File: src/rtl/fir_phase_mac.sv
// One polyphase FIR phase: a delay line and a coefficient bank shared by a single
// multiply-accumulate unit that walks the taps one per clock, then saturates the sum.
module fir_phase_mac #(
  parameter int W_IN   = 7,
  parameter int C_W    = 5,
  parameter int Y_OUT  = 20,
  parameter int N_TAPS = 4,
  parameter int ACC_W  = 25,
  localparam int AW    = (N_TAPS > 1) ? $clog2(N_TAPS) : 1
) (
  input  logic             clk,
  input  logic             rst,
  input  logic             s_valid,
  output logic             s_ready,
  input  logic [W_IN-1:0]  s_data,
  input  logic             coef_we,
  input  logic [AW-1:0]    coef_addr,
  input  logic [C_W-1:0]   coef_wdata,
  output logic             coef_err,
  output logic             m_valid,
  input  logic             m_ready,
  output logic [Y_OUT-1:0] m_data,
  output logic             m_sat
);

  localparam logic [1:0] ST_IDLE = 2'd0;
  localparam logic [1:0] ST_MAC  = 2'd1;
  localparam logic [1:0] ST_HOLD = 2'd2;

  localparam int PW = W_IN + C_W;
  localparam int EW = (ACC_W > Y_OUT) ? ACC_W : Y_OUT;
  localparam logic signed [EW-1:0] Y_MAX = {{(EW-Y_OUT+1){1'b0}}, {(Y_OUT-1){1'b1}}};
  localparam logic signed [EW-1:0] Y_MIN = {{(EW-Y_OUT+1){1'b1}}, {(Y_OUT-1){1'b0}}};

  logic [1:0]              state_reg;
  logic signed [W_IN-1:0]  x_reg [N_TAPS];
  logic signed [C_W-1:0]   c_reg [N_TAPS];
  logic signed [ACC_W-1:0] acc_reg;
  logic [AW-1:0]           idx_reg;
  logic                    m_valid_reg;
  logic [Y_OUT-1:0]        m_data_reg;
  logic                    m_sat_reg;
  logic                    coef_err_reg;

  logic                    addr_ok;
  logic [N_TAPS-1:0]       coef_hit;
  logic signed [PW-1:0]    x_ext;
  logic signed [PW-1:0]    c_ext;
  logic signed [PW-1:0]    prod;
  logic signed [ACC_W-1:0] sum;
  logic signed [EW-1:0]    sum_ext;
  logic                    sat_hi;
  logic                    sat_lo;

  assign addr_ok = int'(coef_addr) < N_TAPS;

  // Writes only land while idle so a sum in flight never mixes old and new taps.
  genvar gi;
  generate
    for (gi = 0; gi < N_TAPS; gi++) begin : g_coef_hit
      assign coef_hit[gi] = coef_we && (state_reg == ST_IDLE) && (coef_addr == AW'(gi));
    end
  endgenerate

  assign x_ext   = PW'(x_reg[idx_reg]);
  assign c_ext   = PW'(c_reg[idx_reg]);
  assign prod    = x_ext * c_ext;
  assign sum     = acc_reg + ACC_W'(prod);
  assign sum_ext = EW'(sum);
  assign sat_hi  = sum_ext > Y_MAX;
  assign sat_lo  = sum_ext < Y_MIN;

  always_ff @(posedge clk) begin
    if (rst) begin
      state_reg    <= ST_IDLE;
      acc_reg      <= '0;
      idx_reg      <= '0;
      m_valid_reg  <= 1'b0;
      m_data_reg   <= '0;
      m_sat_reg    <= 1'b0;
      coef_err_reg <= 1'b0;
      for (int k = 0; k < N_TAPS; k++) begin
        x_reg[k] <= '0;
        c_reg[k] <= '0;
      end
    end else begin
      coef_err_reg <= coef_we && addr_ok && (state_reg != ST_IDLE);
      for (int k = 0; k < N_TAPS; k++) begin
        if (coef_hit[k]) c_reg[k] <= coef_wdata;
      end
      case (state_reg)
        ST_IDLE: begin
          if (s_valid) begin
            x_reg[0] <= s_data;
            for (int k = 1; k < N_TAPS; k++) x_reg[k] <= x_reg[k-1];
            acc_reg   <= '0;
            idx_reg   <= '0;
            state_reg <= ST_MAC;
          end
        end
        ST_MAC: begin
          acc_reg <= sum;
          idx_reg <= idx_reg + AW'(1);
          if (idx_reg == AW'(N_TAPS - 1)) begin
            m_data_reg  <= sat_hi ? Y_MAX[Y_OUT-1:0] :
                           sat_lo ? Y_MIN[Y_OUT-1:0] : sum_ext[Y_OUT-1:0];
            m_sat_reg   <= sat_hi || sat_lo;
            m_valid_reg <= 1'b1;
            state_reg   <= ST_HOLD;
          end
        end
        ST_HOLD: begin
          if (m_ready) begin
            m_valid_reg <= 1'b0;
            state_reg   <= ST_IDLE;
          end
        end
        default: state_reg <= ST_IDLE;
      endcase
    end
  end

  assign s_ready  = (state_reg == ST_IDLE);
  assign coef_err = coef_err_reg;
  assign m_valid  = m_valid_reg;
  assign m_data   = m_data_reg;
  assign m_sat    = m_sat_reg;

endmodule
File: config.mk
export PLATFORM = sky130hd
export DESIGN_NAME = fir_phase_mac
export DESIGN_NICKNAME = d
export VERILOG_FILES = /design/src/rtl/fir_phase_mac.sv
export SDC_FILE = /design/constraint.sdc
export NUM_CORES = 1
export LEC_CHECK = 0
export BUFFER_PORTS_ARGS = -buffer_cell sky130_fd_sc_hd__buf_4
export CORE_MARGIN = 2
export CORE_UTILIZATION = 61
export CTS_BUF_LIST = sky130_fd_sc_hd__clkbuf_16
export CTS_CLUSTER_SIZE = 25
export DETAILED_ROUTE_END_ITERATION = 12
export GPL_TIMING_DRIVEN = 1
export MAX_ROUTING_LAYER = met4
export PLACE_DENSITY_LB_ADDON = 0.25
export SLEW_MARGIN = 20
export SYNTH_ARGS = -nofsm -noshare
export SYNTH_HDL_FRONTEND = slang
export SYNTH_SLANG_ARGS = --single-unit
export TNS_END_PERCENT = 20
File: constraint.sdc
create_clock -name clk -period 16.3 [get_ports clk]
set_input_delay 0 -clock clk [delete_from_list [all_inputs] [get_ports clk]]
set_output_delay 0 -clock clk [all_outputs]
set_load 0.005 [all_outputs]
# Word-level counts from Yosys, hierarchy flattened
# Memory sizes are Yosys's and may differ from the RTL's. A register that Yosys moved wholly into a read port is not among the register bits.
# Index checks and enable logic that the tools add are counted.
# word_totals
latch_bits,0
rom_bits,0
inputBits,19
output_inout_bits,24
word_cells,90
ramBits,48
reg_bits,52
memories,2
# memory_table
memory,depth,word_bits,rd,rd_ports_with_merged_regs,wr,line,rtl
x_reg,4,7,4,1,4,36,logic signed [W_IN-1:0] x_reg [N_TAPS];
c_reg,4,5,1,1,4,37,logic signed [C_W-1:0] c_reg [N_TAPS];
# classes
mux,43
bitwise,8
add_sub_neg,2
n_lt_le_gt_ge,2
shifts,0
eq_ne,9
div,0
reduce_logical,16
multipliers,1
# op_table
operator,n
$pmux 25 s2,1
$mux 20,2
$mux 7,4
$add 25x12->25,1
$gt 25x20->1 const B,1
$lt 25x20->1 const B,1
$mux 25,1
$mux 1,20
$mux 5,4
$mux 2,8
$mul 7x5->12,1
$eq 2x2->1 const B,4
$or 1x1->1,8
$logic_and 1x1->1,6
$ne 2x2->1 const B,3
$pmux 2 s3,1
$reduce_and 3->1,2
$reduce_bool 2->1,3
$eq 2x1->1 const B,2
$logic_not 2->1,2
$pmux 2 s2,1
$reduce_and 2->1,2
$add 2x1->2 const B,1
$pmux 1 s2,1
$logic_or 1x1->1,1

# Depth between registers and ports, before layout
# Gate-level depths: netlist of run 1.
# depth
word_depth,7
ltp_mapped,22
ltp_nobuf,20

# Worst setup path after synthesis of run 1
# OpenSTA, ideal clock, no wires.
# synth_timing
path_type,flip-flop to flip-flop
startpoint,register (tool-made name)
endpoint,"register m_data_reg[13], in the netlist m_data[13]"
t_arrival_ns,6.652
slack_ns,9.568
period_less_slack_ns,6.732
stages_incl_launch_ff,22
required_time_ns,16.219
path_buffers,3
setup_time_ns,0.081
path_cell_list,dfxtp_1 buf_1 mux2_2 o21ai_1 o21bai_1 ha_1 inv_1 fa_1 inv_1 fa_1 ha_1 ha_1 buf_2 nand2_1 o21ai_1 mux2_2 a311oi_1 nand3_1 o41ai_4 buf_6 nand2_2 a211oi_2
# synth_lines
item,line,rtl
end signal: assignment,105,m_data_reg <= sat_hi ? Y_MAX[Y_OUT-1:0] :
end: declaration,41,logic [Y_OUT-1:0] m_data_reg;

==> results_dict.tcl, run 1 <==
set metrics [dict create \
    placed_cells_incl_taps 891 \
    die_footprint_mm2 0.0136 \
    number_of_global_route_vias_before_repair 5638 \
    setup_total_negative_slack_ps 0 \
    postLayoutCoreUtil_pct 68.8 \
    asyncSetResetFlopFracSynth_pct 0 \
    cts_setup_buffers 0 \
    grt_setup_unrepaired "false" \
    synth-main-ff-cell "sky130_fd_sc_hd__dfxtp_1" \
    power_per_cell_area_mw_per_mm2 159 \
    worstSetupPathType "register to register" \
    die-height_um 117 \
    placement.io_buffers 42 \
    track_usage_pct 29.4 \
    viasPerCell 5.95 \
    drtIter0Drc 432 \
    outcome "finished, final reports clean" \
    synth_seq_cells 102 \
    largest_net_degree_at_the_start_of_global_routing 58 \
    synth_enable_flop_cells 48 \
    detail_route.drc_violations 0 \
    drt_pre_antenna_iters 5 \
    worst_slew_margin_rel_pct 30.8 \
    cts_sinks 102 \
    avgRoutedWirePerCell_um 19.7 \
    number_of_standard_cells_in_the_layout_taps_in_and_fillers_out 921 \
    worst_ir_drop_vdd_mv 0.0936 \
    worst-r2r-setup-slack_ps 8090 \
    largest_register_ff_count 28 \
    area_growth_pct 11.3 \
    cp-start-kind "register" \
    path_clk_slew_ps 80 \
    synth.lib_cells_used.distinct 70 \
    worst_hold_slack_ps 145 \
    clock_power_share_pct 15.8 \
    postSynthAreaPerCell_um2 11.1 \
    place_congestion 0.961 \
    detail_route.wirelength_um 18100 \
    slew_viol_final 0 \
    io_pins 43 \
    timing.clock.skew_ps 7.24 \
    clock_tree_from_tritoncts "yes" \
    die_w_um 117 \
    post-route-worst-setup-slack_ps 8090 \
    timing.max_cap.violations 0 \
    dr_total_vias 5484 \
    syn-instance-count 699 \
    critical_path.max_fanout 15 \
    final-hold-violation-count 0 \
    antenna_found_initial 0 \
    cts_buffer_count 9 \
    hold-path-endpoint "c_reg[2][1]" \
    setup_viol 0 \
    fraction_of_power_spent_switching_nets_pct 48.1 \
    worstPathArrival_ps 8480 \
    power.leakage_nw 3.83 \
    hold_start "coef_addr[0]" \
    core_area_mm2 0.0125 \
    crit_end_category "register" \
    worstSkewPairLatency_ps 370 \
    cts_root_buf "sky130_fd_sc_hd__clkbuf_16" \
    grt_overflow 0 \
    ant_nets 0 \
    num-nets-final 887 \
    htreeDepth 3 \
    share_comb_of_total_power_pct 61.5 \
    worstPathRequired_ps 16580 \
    max_slew.worst_pin.slew_ps 1030 \
    r2r-end "m_data[7]" \
    switching_power_w 0.000659 \
    fraction_of_the_yosys_area_taken_by_sequential_cells_pct 32.6 \
    number_of_nets_produced_by_synthesis 842 \
    timing.hold.worst.class "primary input to register" \
    initial_core_util_pct 61.8 \
    yosys_warnings 0 \
    first_pass_grt_wire_length_um 29300 \
    p_seq_share_pct 22.6 \
    hold-path-cell-count 2 \
    diodes 0 \
    clock_period_minus_worst_slack_ps 8210 \
    fp-row-count 41 \
    place_ws_ps 8210 \
    layout-drive-gt1-share_pct 15.0 \
    cell_area_after_synthesis_mm2 0.00773 \
    internal-power_w 0.000712 \
    reg2regPathDepth 18 \
    cts_max_path_buffers 2 \
    post-dp-hpwl_um 13500 \
    fmax_mhz 122 \
    post-route-period-util_pct 50.3 \
]
-- cell type report --
cell class / count / area (um2)
clock buffers: 9 / 225
inverters: 66 / 248
multi-input cells: 506 / 4860
flip-flops and latches: 102 / 2520
clock inverters: 7 / 66.3
fillers: 947 / 3910
well taps: 172 / 215
repair buffers: 59 / 478
-- layer usage --
layer,global-route usage (%),vias up,part of all wire [%],wire length (um)
li1,-,2546,-,-
met1,41.3,2735,44,8040
met2,44.5,184,48,8670
met3,6.02,19,6.7,1220
met4,7.37,0,1.2,215
met5,-,-,0,0
-- worst max path at each step --
stage,to,cells past startpoint,slack [ps]
2_1_floorplan,m_data[13],21,9570
5_1_grt,m_data[8],18,7640
6_report,m_data[7],18,8090
3_5_place_dp,m_data[7],18,8210
3_3_place_gp,m_data[8],18,8380
4_1_cts,m_data[7],18,8160
-- cells in the final DEF, fill, tap and decap left out, types with 3 or more instances in the layout --
master / netlist / final
sky130_fd_sc_hd__a211o_1: 3 / 3
sky130_fd_sc_hd__a211oi_1: 7 / 7
sky130_fd_sc_hd__a211oi_2: 11 / 11
sky130_fd_sc_hd__a21o_1: 12 / 12
sky130_fd_sc_hd__a21oi_1: 22 / 22
sky130_fd_sc_hd__a22oi_1: 24 / 24
sky130_fd_sc_hd__a311oi_1: 3 / 3
sky130_fd_sc_hd__and2_1: 75 / 75
sky130_fd_sc_hd__buf_4: 1 / 45
sky130_fd_sc_hd__clkbuf_16: 0 / 9
sky130_fd_sc_hd__dfxtp_1: 54 / 54
sky130_fd_sc_hd__dlygate4sd3_1: 0 / 14
sky130_fd_sc_hd__edfxtp_1: 48 / 48
sky130_fd_sc_hd__fa_1: 72 / 72
sky130_fd_sc_hd__ha_1: 52 / 52
sky130_fd_sc_hd__inv_1: 66 / 66
sky130_fd_sc_hd__inv_6: 0 / 3
sky130_fd_sc_hd__mux2i_1: 3 / 3
sky130_fd_sc_hd__mux4_2: 11 / 11
sky130_fd_sc_hd__nand2_1: 26 / 26
sky130_fd_sc_hd__nand2_2: 9 / 9
sky130_fd_sc_hd__nand2b_1: 4 / 4
sky130_fd_sc_hd__nand3_1: 6 / 6
sky130_fd_sc_hd__nor2_1: 59 / 58
sky130_fd_sc_hd__nor3_1: 7 / 7
sky130_fd_sc_hd__nor4_1: 4 / 4
sky130_fd_sc_hd__o211ai_1: 4 / 4
sky130_fd_sc_hd__o21a_1: 5 / 5
sky130_fd_sc_hd__o21ai_0: 7 / 7
sky130_fd_sc_hd__o21ai_1: 4 / 4
sky130_fd_sc_hd__o21bai_1: 8 / 7
sky130_fd_sc_hd__o221a_1: 5 / 5
sky130_fd_sc_hd__or3_1: 3 / 3
sky130_fd_sc_hd__xnor2_1: 9 / 9
sky130_fd_sc_hd__xor2_1: 7 / 7
-- kinds of logic (layout without fill, tap and decap cells) --
group | Yosys count | count (layout) | synth area share (%)
flops | 102 | 102 | 32.6
simple gates | 209 | 209 | 14.2
xor+xnor | 18 | 18 | 2.39
compound gates | 139 | 139 | 15.1
fa+ha+maj | 124 | 124 | 27.1
mux | 16 | 16 | 3.88
buf+inv | 91 | 141 | 4.71
-- through the flow --
stage          area (um2)  power, W
5_1_grt              8610   0.00147
3_5_place_dp         8180   0.00113
2_1_floorplan        7730  0.000934
3_3_place_gp         8180   0.00112
4_1_cts              8610   0.00136
6_report             8610   0.00137
-- power by group through the flow --
stage / clock network [W] / logic, W / registers [W]
finish: 0.000217 / 0.000844 / 0.000311
global route: 0.000227 / 0.000925 / 0.000314
CTS: 0.000219 / 0.000830 / 0.000311
detailed placement: 0 / 0.000818 / 0.000316
global placement: 0 / 0.000801 / 0.000315
floorplan: 0 / 0.000625 / 0.000309
-- Yosys cell counts, drive strengths merged, types with 12 or more instances --
cell type  count  share of area (%)
ha            52                8.4
a22oi         24                2.3
a21oi         23                1.5
nand2         35                2.0
fa            72                 19
a211oi        19                2.7
nor2          60                2.9
a21o          12                1.2
dfxtp         54                 14
edfxtp        48                 19
and2          75                6.1
inv           66                3.2
clkbuf        17               0.83
-- critical path, cell delays in order, from the launching register on --
cell and delay (ps):
sky130_fd_sc_hd__dfxtp_1 860, sky130_fd_sc_hd__mux2_2 410, sky130_fd_sc_hd__o21ai_1 540, sky130_fd_sc_hd__o21bai_1 140, sky130_fd_sc_hd__ha_1 820, sky130_fd_sc_hd__inv_1 340
sky130_fd_sc_hd__fa_1 610, sky130_fd_sc_hd__inv_1 60, sky130_fd_sc_hd__fa_1 480, sky130_fd_sc_hd__ha_1 310, sky130_fd_sc_hd__ha_1 520, sky130_fd_sc_hd__nand2_1 170
sky130_fd_sc_hd__o21ai_1 310, sky130_fd_sc_hd__mux2_2 370, sky130_fd_sc_hd__a311oi_1 450, sky130_fd_sc_hd__nand3_1 270, sky130_fd_sc_hd__o41ai_4 1020, sky130_fd_sc_hd__nand2_1 150
sky130_fd_sc_hd__a211oi_1 280
-- what timing repair did --
action                                 in CTS  in global routing
gates resized for setup                     0                  0
hold buffers                               14                  0
endpoints found under the hold margin      30                  0
Power figures use the tool's default switching activity.
==> inputs of run 2 (changes only) <==
--- a/config.mk
+++ b/config.mk
@@ -5,9 +5,10 @@
 export SDC_FILE = /design/constraint.sdc
 export NUM_CORES = 1
 export LEC_CHECK = 0
+export ABC_AREA = 1
 export BUFFER_PORTS_ARGS = -buffer_cell sky130_fd_sc_hd__buf_4
 export CORE_MARGIN = 2
-export CORE_UTILIZATION = 61
+export CORE_UTILIZATION = 57
 export CTS_BUF_LIST = sky130_fd_sc_hd__clkbuf_16
 export CTS_CLUSTER_SIZE = 25
 export DETAILED_ROUTE_END_ITERATION = 12
==> constraint.sdc (replaced) <==
create_clock -name clk -period 7 [get_ports clk]
set_input_delay 0 -clock clk [delete_from_list [all_inputs] [get_ports clk]]
set_output_delay 0 -clock clk [all_outputs]
set_load 0.005 [all_outputs]
==> run 2 against run 1 <==
Cell area is 4.9% higher. Clock power grew to 2.5 times the previous value. Power is 140% higher. Critical endpoint is now m_data[15].
==> results_dict.tcl, run 2 <==
set metrics [dict create \
    timing.max_cap.violations 0 \
    crit_buf_inv 5 \
    clock_tree_from_tritoncts "yes" \
    number_of_standard_cells_in_the_layout_taps_in_and_fillers_out 1199 \
    filler_instances 1195 \
    cts_buffer_count 9 \
    grt_overflow 0 \
    cts_root_buf "sky130_fd_sc_hd__clkbuf_16" \
    avgRoutedWirePerCell_um 14.9 \
    place_ws_ps 519 \
    drt_pre_antenna_iters 6 \
    cpLargestDelayFamily "adder cells" \
    hold_start "s_valid" \
    layout_common_cells "197 x sky130_fd_sc_hd__nand2_1, 164 x sky130_fd_sc_hd__inv_1, 106 x sky130_fd_sc_hd__nor2_1" \
    layout-drive-gt1-share_pct 15.4 \
    worst_ir_drop_vdd_mv 0.188 \
    largest_net_degree_at_the_start_of_global_routing 53 \
    initial_core_util_pct 58.4 \
    synthTopCellsByCount "197 x sky130_fd_sc_hd__nand2_1, 164 x sky130_fd_sc_hd__inv_1, 108 x sky130_fd_sc_hd__nor2_1" \
    worstSetupPathType "register to register" \
    power_per_cell_area_mw_per_mm2 361 \
    outcome "finished, final reports clean" \
    number_of_global_route_vias_before_repair 6031 \
    worst_slew_margin_rel_pct 35.0 \
    asyncSetResetFlopFracSynth_pct 0 \
    die_w_um 123 \
    synth_seq_cells 102 \
    synth_area_leaders "sky130_fd_sc_hd__fa_1 18%, sky130_fd_sc_hd__edfxtp_1 18%, sky130_fd_sc_hd__dfxtp_1 13%" \
    first_pass_grt_wire_length_um 30300 \
    max_slew.worst_pin.slew_ps 972 \
    cts_setup_buffers 0 \
    synth_enable_flop_cells 48 \
    setup_viol 0 \
    track_usage_pct 26.6 \
    fraction_of_the_yosys_area_taken_by_sequential_cells_pct 31.1 \
    crit_end_category "register" \
    num-nets-final 1157 \
    yosys_warnings 0 \
    final-hold-violation-count 0 \
    post-dp-hpwl_um 13600 \
    netlist.area_leader.share_pct 17.8 \
    critical_path_cell_count 24 \
    viasPerCell 5.22 \
    synth.lib_cells_used.distinct 37 \
    cp-start-kind "register" \
    htreeDepth 3 \
    fmax_mhz 161 \
    cell_area_after_synthesis_mm2 0.00810 \
    area_growth_pct 11.4 \
    fp-row-count 43 \
    largest_register_ff_count 28 \
    timing.hold.worst.class "primary input to register" \
    postLayoutCoreUtil_pct 65.1 \
    most_common_cell_in_the_netlist "sky130_fd_sc_hd__nand2_1" \
    critical_path.max_fanout 25 \
    worstPathRequired_ps 7290 \
    cp_slowest_cell "sky130_fd_sc_hd__fa_1" \
    detail_route.wirelength_um 17900 \
    diodes 0 \
    placed_cells_incl_taps 1171 \
    worstSkewPairLatency_ps 360 \
    cts_sinks 102 \
    worstPathArrival_ps 6500 \
    synth-main-ff-cell "sky130_fd_sc_hd__dfxtp_1" \
    path_clk_slew_ps 80 \
    core_area_mm2 0.0139 \
    dr_total_vias 6254 \
    slew_viol_final 0 \
    post-route-period-util_pct 88.7 \
    setup_total_negative_slack_ps 0 \
    timing.critical_path.cells "inv_1 > nand2_1 > a32oi_1 > inv_1 > nor2_1 > inv_1 > buf_4 > fa_1 > inv_1 > fa_1 > fa_1 > ha_1 > ha_1 > a21oi_1 > o21bai_1 > a21oi_1 > nand2_1 > nand2_1 > nand3_1 > nor2_1 > nand2_1 > nand2_2 > nand3_1 > a21oi_2" \
    reg2regPathDepth 24 \
    number_of_nets_produced_by_synthesis 1110 \
    cts_max_path_buffers 2 \
    power.leakage_nw 4.36 \
    most_common_cell_after_layout_fill_and_taps_aside "sky130_fd_sc_hd__nand2_1" \
    antenna_found_initial 0 \
    die-height_um 123 \
    die_footprint_mm2 0.0152 \
    hold-path-cell-count 5 \
    post-route-worst-setup-slack_ps 791 \
    postSynthAreaPerCell_um2 8.38 \
    drtIter0Drc 505 \
    syn-instance-count 967 \
    grt_setup_unrepaired "false" \
    timing.clock.skew_ps 9.25 \
    detail_route.drc_violations 0 \
    ant_nets 0 \
    io_pins 43 \
    clock_period_minus_worst_slack_ps 6210 \
    place_congestion 0.940 \
    yosys.area.top_type "sky130_fd_sc_hd__fa_1" \
    cpPeakStageDelay_ps 500 \
    placement.io_buffers 42 \
]
[run 2: tightest hold or removal path: stages]
cell	delay, ps
sky130_fd_sc_hd__buf_4	110
sky130_fd_sc_hd__inv_1	40
sky130_fd_sc_hd__nor2_1	50
sky130_fd_sc_hd__inv_1	70
sky130_fd_sc_hd__a21oi_1	60
[run 2: area by class of cell]
cell class,count,area (um2),area share [%]
clock buffers,9,225,2.49
clock inverters,7,95.1,1.05
inverters,168,631,6.98
multi-input cells,668,4810,53.3
flip-flops and latches,102,2520,27.9
well taps,180,225,2.49
repair buffers,65,518,5.74
[run 2: power breakdown]
part / switching (W) / internal, W / leakage, nW
Sequential: 0.0000411 / 0.000687 / 0.950
Clock: 0.000259 / 0.000289 / 0.157
Combinational: 0.00130 / 0.000685 / 3.26
Total: 0.00160 / 0.00166 / 4.36
[run 2: worst paths after layout]
path	to	slack, ps
worst min-delay path	state_reg[0]	7
worst min register to register	acc_reg[16]	470
worst max-delay path	m_data[15]	790
worst max register to register	m_data[15]	790
[run 2: metal layers]
metal  GRT usage, %  up-vias  share of wire (%)
met5              -        -                  0
met4           4.12        0               0.66
met3           4.01       13                5.7
met2           37.6      172                 44
met1           41.3     2942                 50
li1               -     3127                  -
[run 2: cells by family after synthesis]
group / after synthesis / synth area share [%]
buffers and inverters: 197 / 9.57
adders and majority gates: 124 / 25.8
AOI/OAI and AO/OA: 106 / 8.28
and+or+nand+nor: 418 / 23.0
xor gates and xnor gates: 20 / 2.16
DFF: 102 / 31.1
[run 2: timing repair]
action	CTS	global route
hold buffers	12	0
resized for setup	0	2
hold endpoints to repair	15	0
endpoints found under the setup margin	0	20
[run 2: per-stage QoR]
| step | area (um2) | hold slack, ps | total power, W |
|---|---|---|---|
| after floorplan | 8100 | 143 | 0.00224 |
| final | 9030 | 7.37 | 0.00326 |
| after CTS | 9030 | 0.233 | 0.00325 |
| after detailed placement | 8590 | 269 | 0.00267 |
| after global routing | 9030 | 23.6 | 0.00356 |
| after global placement | 8590 | 268 | 0.00267 |
==> inputs of run 3 (changes only) <==
--- a/config.mk
+++ b/config.mk
@@ -7,6 +7,7 @@
 export LEC_CHECK = 0
 export ABC_AREA = 1
 export BUFFER_PORTS_ARGS = -buffer_cell sky130_fd_sc_hd__buf_4
+export CORE_ASPECT_RATIO = 0.9
 export CORE_MARGIN = 2
 export CORE_UTILIZATION = 57
 export CTS_BUF_LIST = sky130_fd_sc_hd__clkbuf_16
==> run 3 against run 2 <==
Routed wire length shrank 1.1%. Clock skew increased by 1.7 ps. Cell area down 0.21%. Worst setup slack got worse by 180 ps. Global-route usage shrank 0.85 points. Hold slack barely moved. Register-to-register slack lost 180 ps. First-iteration DRC count is 2.6% lower. Power is 0.82% lower. Die area is essentially flat. Critical path depth unchanged.
==> results_dict.tcl, run 3 (synthesis gave the netlist of run 2 again) <==
set metrics [dict create \
    outcome "finished, final reports clean" \
    clock_tree_from_tritoncts "yes" \
    critical_path.max_fanout 23 \
    hold_start "s_valid" \
    grt_setup_unrepaired "false" \
    final-hold-violation-count 0 \
    post-route-period-util_pct 91.3 \
    post-dp-hpwl_um 13300 \
    worstSetupPathType "register to register" \
    crit_end_category "register" \
    area_growth_pct 11.2 \
    cts_setup_buffers 0 \
    max_slew.worst_pin.slew_ps 993 \
    setup_total_negative_slack_ps 0 \
    die-height_um 117 \
    dr_total_vias 6229 \
    track_usage_pct 25.8 \
    worstPathRequired_ps 7290 \
    die_w_um 130 \
    layout-drive-gt1-share_pct 14.8 \
    num-nets-final 1156 \
    cts_hold_repair.buffers 14 \
    timing.clock.skew_ps 10.9 \
    setup_viol 0 \
    cts_max_path_buffers 2 \
    placement.io_buffers 42 \
    worstPathArrival_ps 6680 \
    die_footprint_mm2 0.0152 \
    io_pins 43 \
    worst_slew_margin_rel_pct 33.7 \
    cts_buffer_count 9 \
    initial_core_util_pct 58.1 \
    most_common_cell_after_layout_fill_and_taps_aside "sky130_fd_sc_hd__nand2_1" \
    largest_net_degree_at_the_start_of_global_routing 53 \
    fmax_mhz 156 \
    cp-start-kind "register" \
    cts_root_buf "sky130_fd_sc_hd__clkbuf_16" \
    power.leakage_nw 4.35 \
    worst_ir_drop_vdd_mv 0.187 \
    timing.hold.worst.class "primary input to register" \
    htreeDepth 3 \
    avgRoutedWirePerCell_um 14.6 \
    worstSkewPairLatency_ps 360 \
    slew_viol_final 0 \
    layout_common_cells "197 x sky130_fd_sc_hd__nand2_1, 165 x sky130_fd_sc_hd__inv_1, 106 x sky130_fd_sc_hd__nor2_1" \
    ctsResizeCount 0 \
    design_power_total_w 0.00323 \
    first_pass_grt_wire_length_um 29500 \
    place_congestion 0.984 \
    detail_route.wirelength_um 17700 \
    cts_sinks 102 \
    antenna_found_initial 0 \
    ant_nets 0 \
    grt_overflow 0 \
    clock_period_minus_worst_slack_ps 6390 \
    fp-row-count 41 \
    drtIter0Drc 492 \
    largest_register_ff_count 28 \
    power_per_cell_area_mw_per_mm2 358 \
    timing.max_cap.violations 0 \
    number_of_global_route_vias_before_repair 5979 \
    core_area_mm2 0.0140 \
    diodes 0 \
    path_clk_slew_ps 80 \
    detail_route.drc_violations 0 \
    drt_pre_antenna_iters 5 \
    viasPerCell 5.14 \
]
-- run 3: changes by cell type in the layout (fill, tap and decap cells not counted) --
cell,before,now
sky130_fd_sc_hd__dfxtp_1,53,54
sky130_fd_sc_hd__buf_4,53,50
sky130_fd_sc_hd__ha_2,1,0
sky130_fd_sc_hd__dlygate4sd3_1,12,14
sky130_fd_sc_hd__bufinv_16,1,0
sky130_fd_sc_hd__inv_1,164,165
sky130_fd_sc_hd__clkinv_4,1,2
sky130_fd_sc_hd__inv_8,2,1
sky130_fd_sc_hd__dfxtp_2,1,0
sky130_fd_sc_hd__ha_1,51,52
-- run 3: layout make-up --
class | instances | area, um2
Clock buffer | 9 | 225
Clock inverter | 7 | 66.3
Tap cell | 193 | 241
Timing Repair Buffer | 64 | 515
Multi-Input combinational cell | 668 | 4810
Inverter | 168 | 631
Sequential cell | 102 | 2520
Fill cell | 1236 | 4940
-- run 3: worst paths after layout --
check                       to  slack (ps)  cells after the start
setup / recovery    m_data[10]         610                     24
setup reg to reg    m_data[10]         610                     24
hold reg to reg    acc_reg[21]         470                      2
hold / removal    state_reg[0]           8                      5
-- run 3: critical path, stage by stage (launching register included) --
cell	delay, ps
sky130_fd_sc_hd__dfxtp_1	310
sky130_fd_sc_hd__inv_1	500
sky130_fd_sc_hd__a21oi_1	80
sky130_fd_sc_hd__a32oi_1	250
sky130_fd_sc_hd__inv_1	180
sky130_fd_sc_hd__nor2_1	340
sky130_fd_sc_hd__ha_1	720
sky130_fd_sc_hd__inv_1	340
sky130_fd_sc_hd__fa_1	600
sky130_fd_sc_hd__inv_1	60
sky130_fd_sc_hd__fa_1	490
sky130_fd_sc_hd__ha_1	310
sky130_fd_sc_hd__ha_1	370
sky130_fd_sc_hd__nand2_1	130
sky130_fd_sc_hd__inv_1	60
sky130_fd_sc_hd__a21oi_2	140
sky130_fd_sc_hd__nand3_2	120
sky130_fd_sc_hd__a21o_2	230
sky130_fd_sc_hd__nand2_2	90
sky130_fd_sc_hd__nand2_1	70
sky130_fd_sc_hd__nand2_1	60
sky130_fd_sc_hd__nand2_1	90
sky130_fd_sc_hd__nand2_2	400
sky130_fd_sc_hd__nand3_1	160
sky130_fd_sc_hd__a21oi_2	170
-- run 3: per-stage QoR --
step	instances	util [%]	instance area (um2)	hold slack, ps	setup slack, ps
floorplan	967	-	8100	143	1180
finish	1211	64.6	9010	7.63	608
CTS	1211	64.6	9010	9.52	621
detailed placement	1181	61.5	8580	274	665
global route	1211	64.6	9010	62.6	72.5
global placement	1181	61.5	8580	272	795
-- run 3: report_power, final --
| group | switching [W] | internal [W] |
|---|---|---|
| clock | 0.000255 | 0.000250 |
| combinational | 0.00132 | 0.000681 |
| sequential | 0.0000395 | 0.000686 |
-- run 3: routing by layer --
layer / global-route usage [%] / routed length, um
met1: 39.5 / 8980
met5: - / 0
met2: 35.3 / 7260
met3: 5.09 / 1300
met4: 5.66 / 109
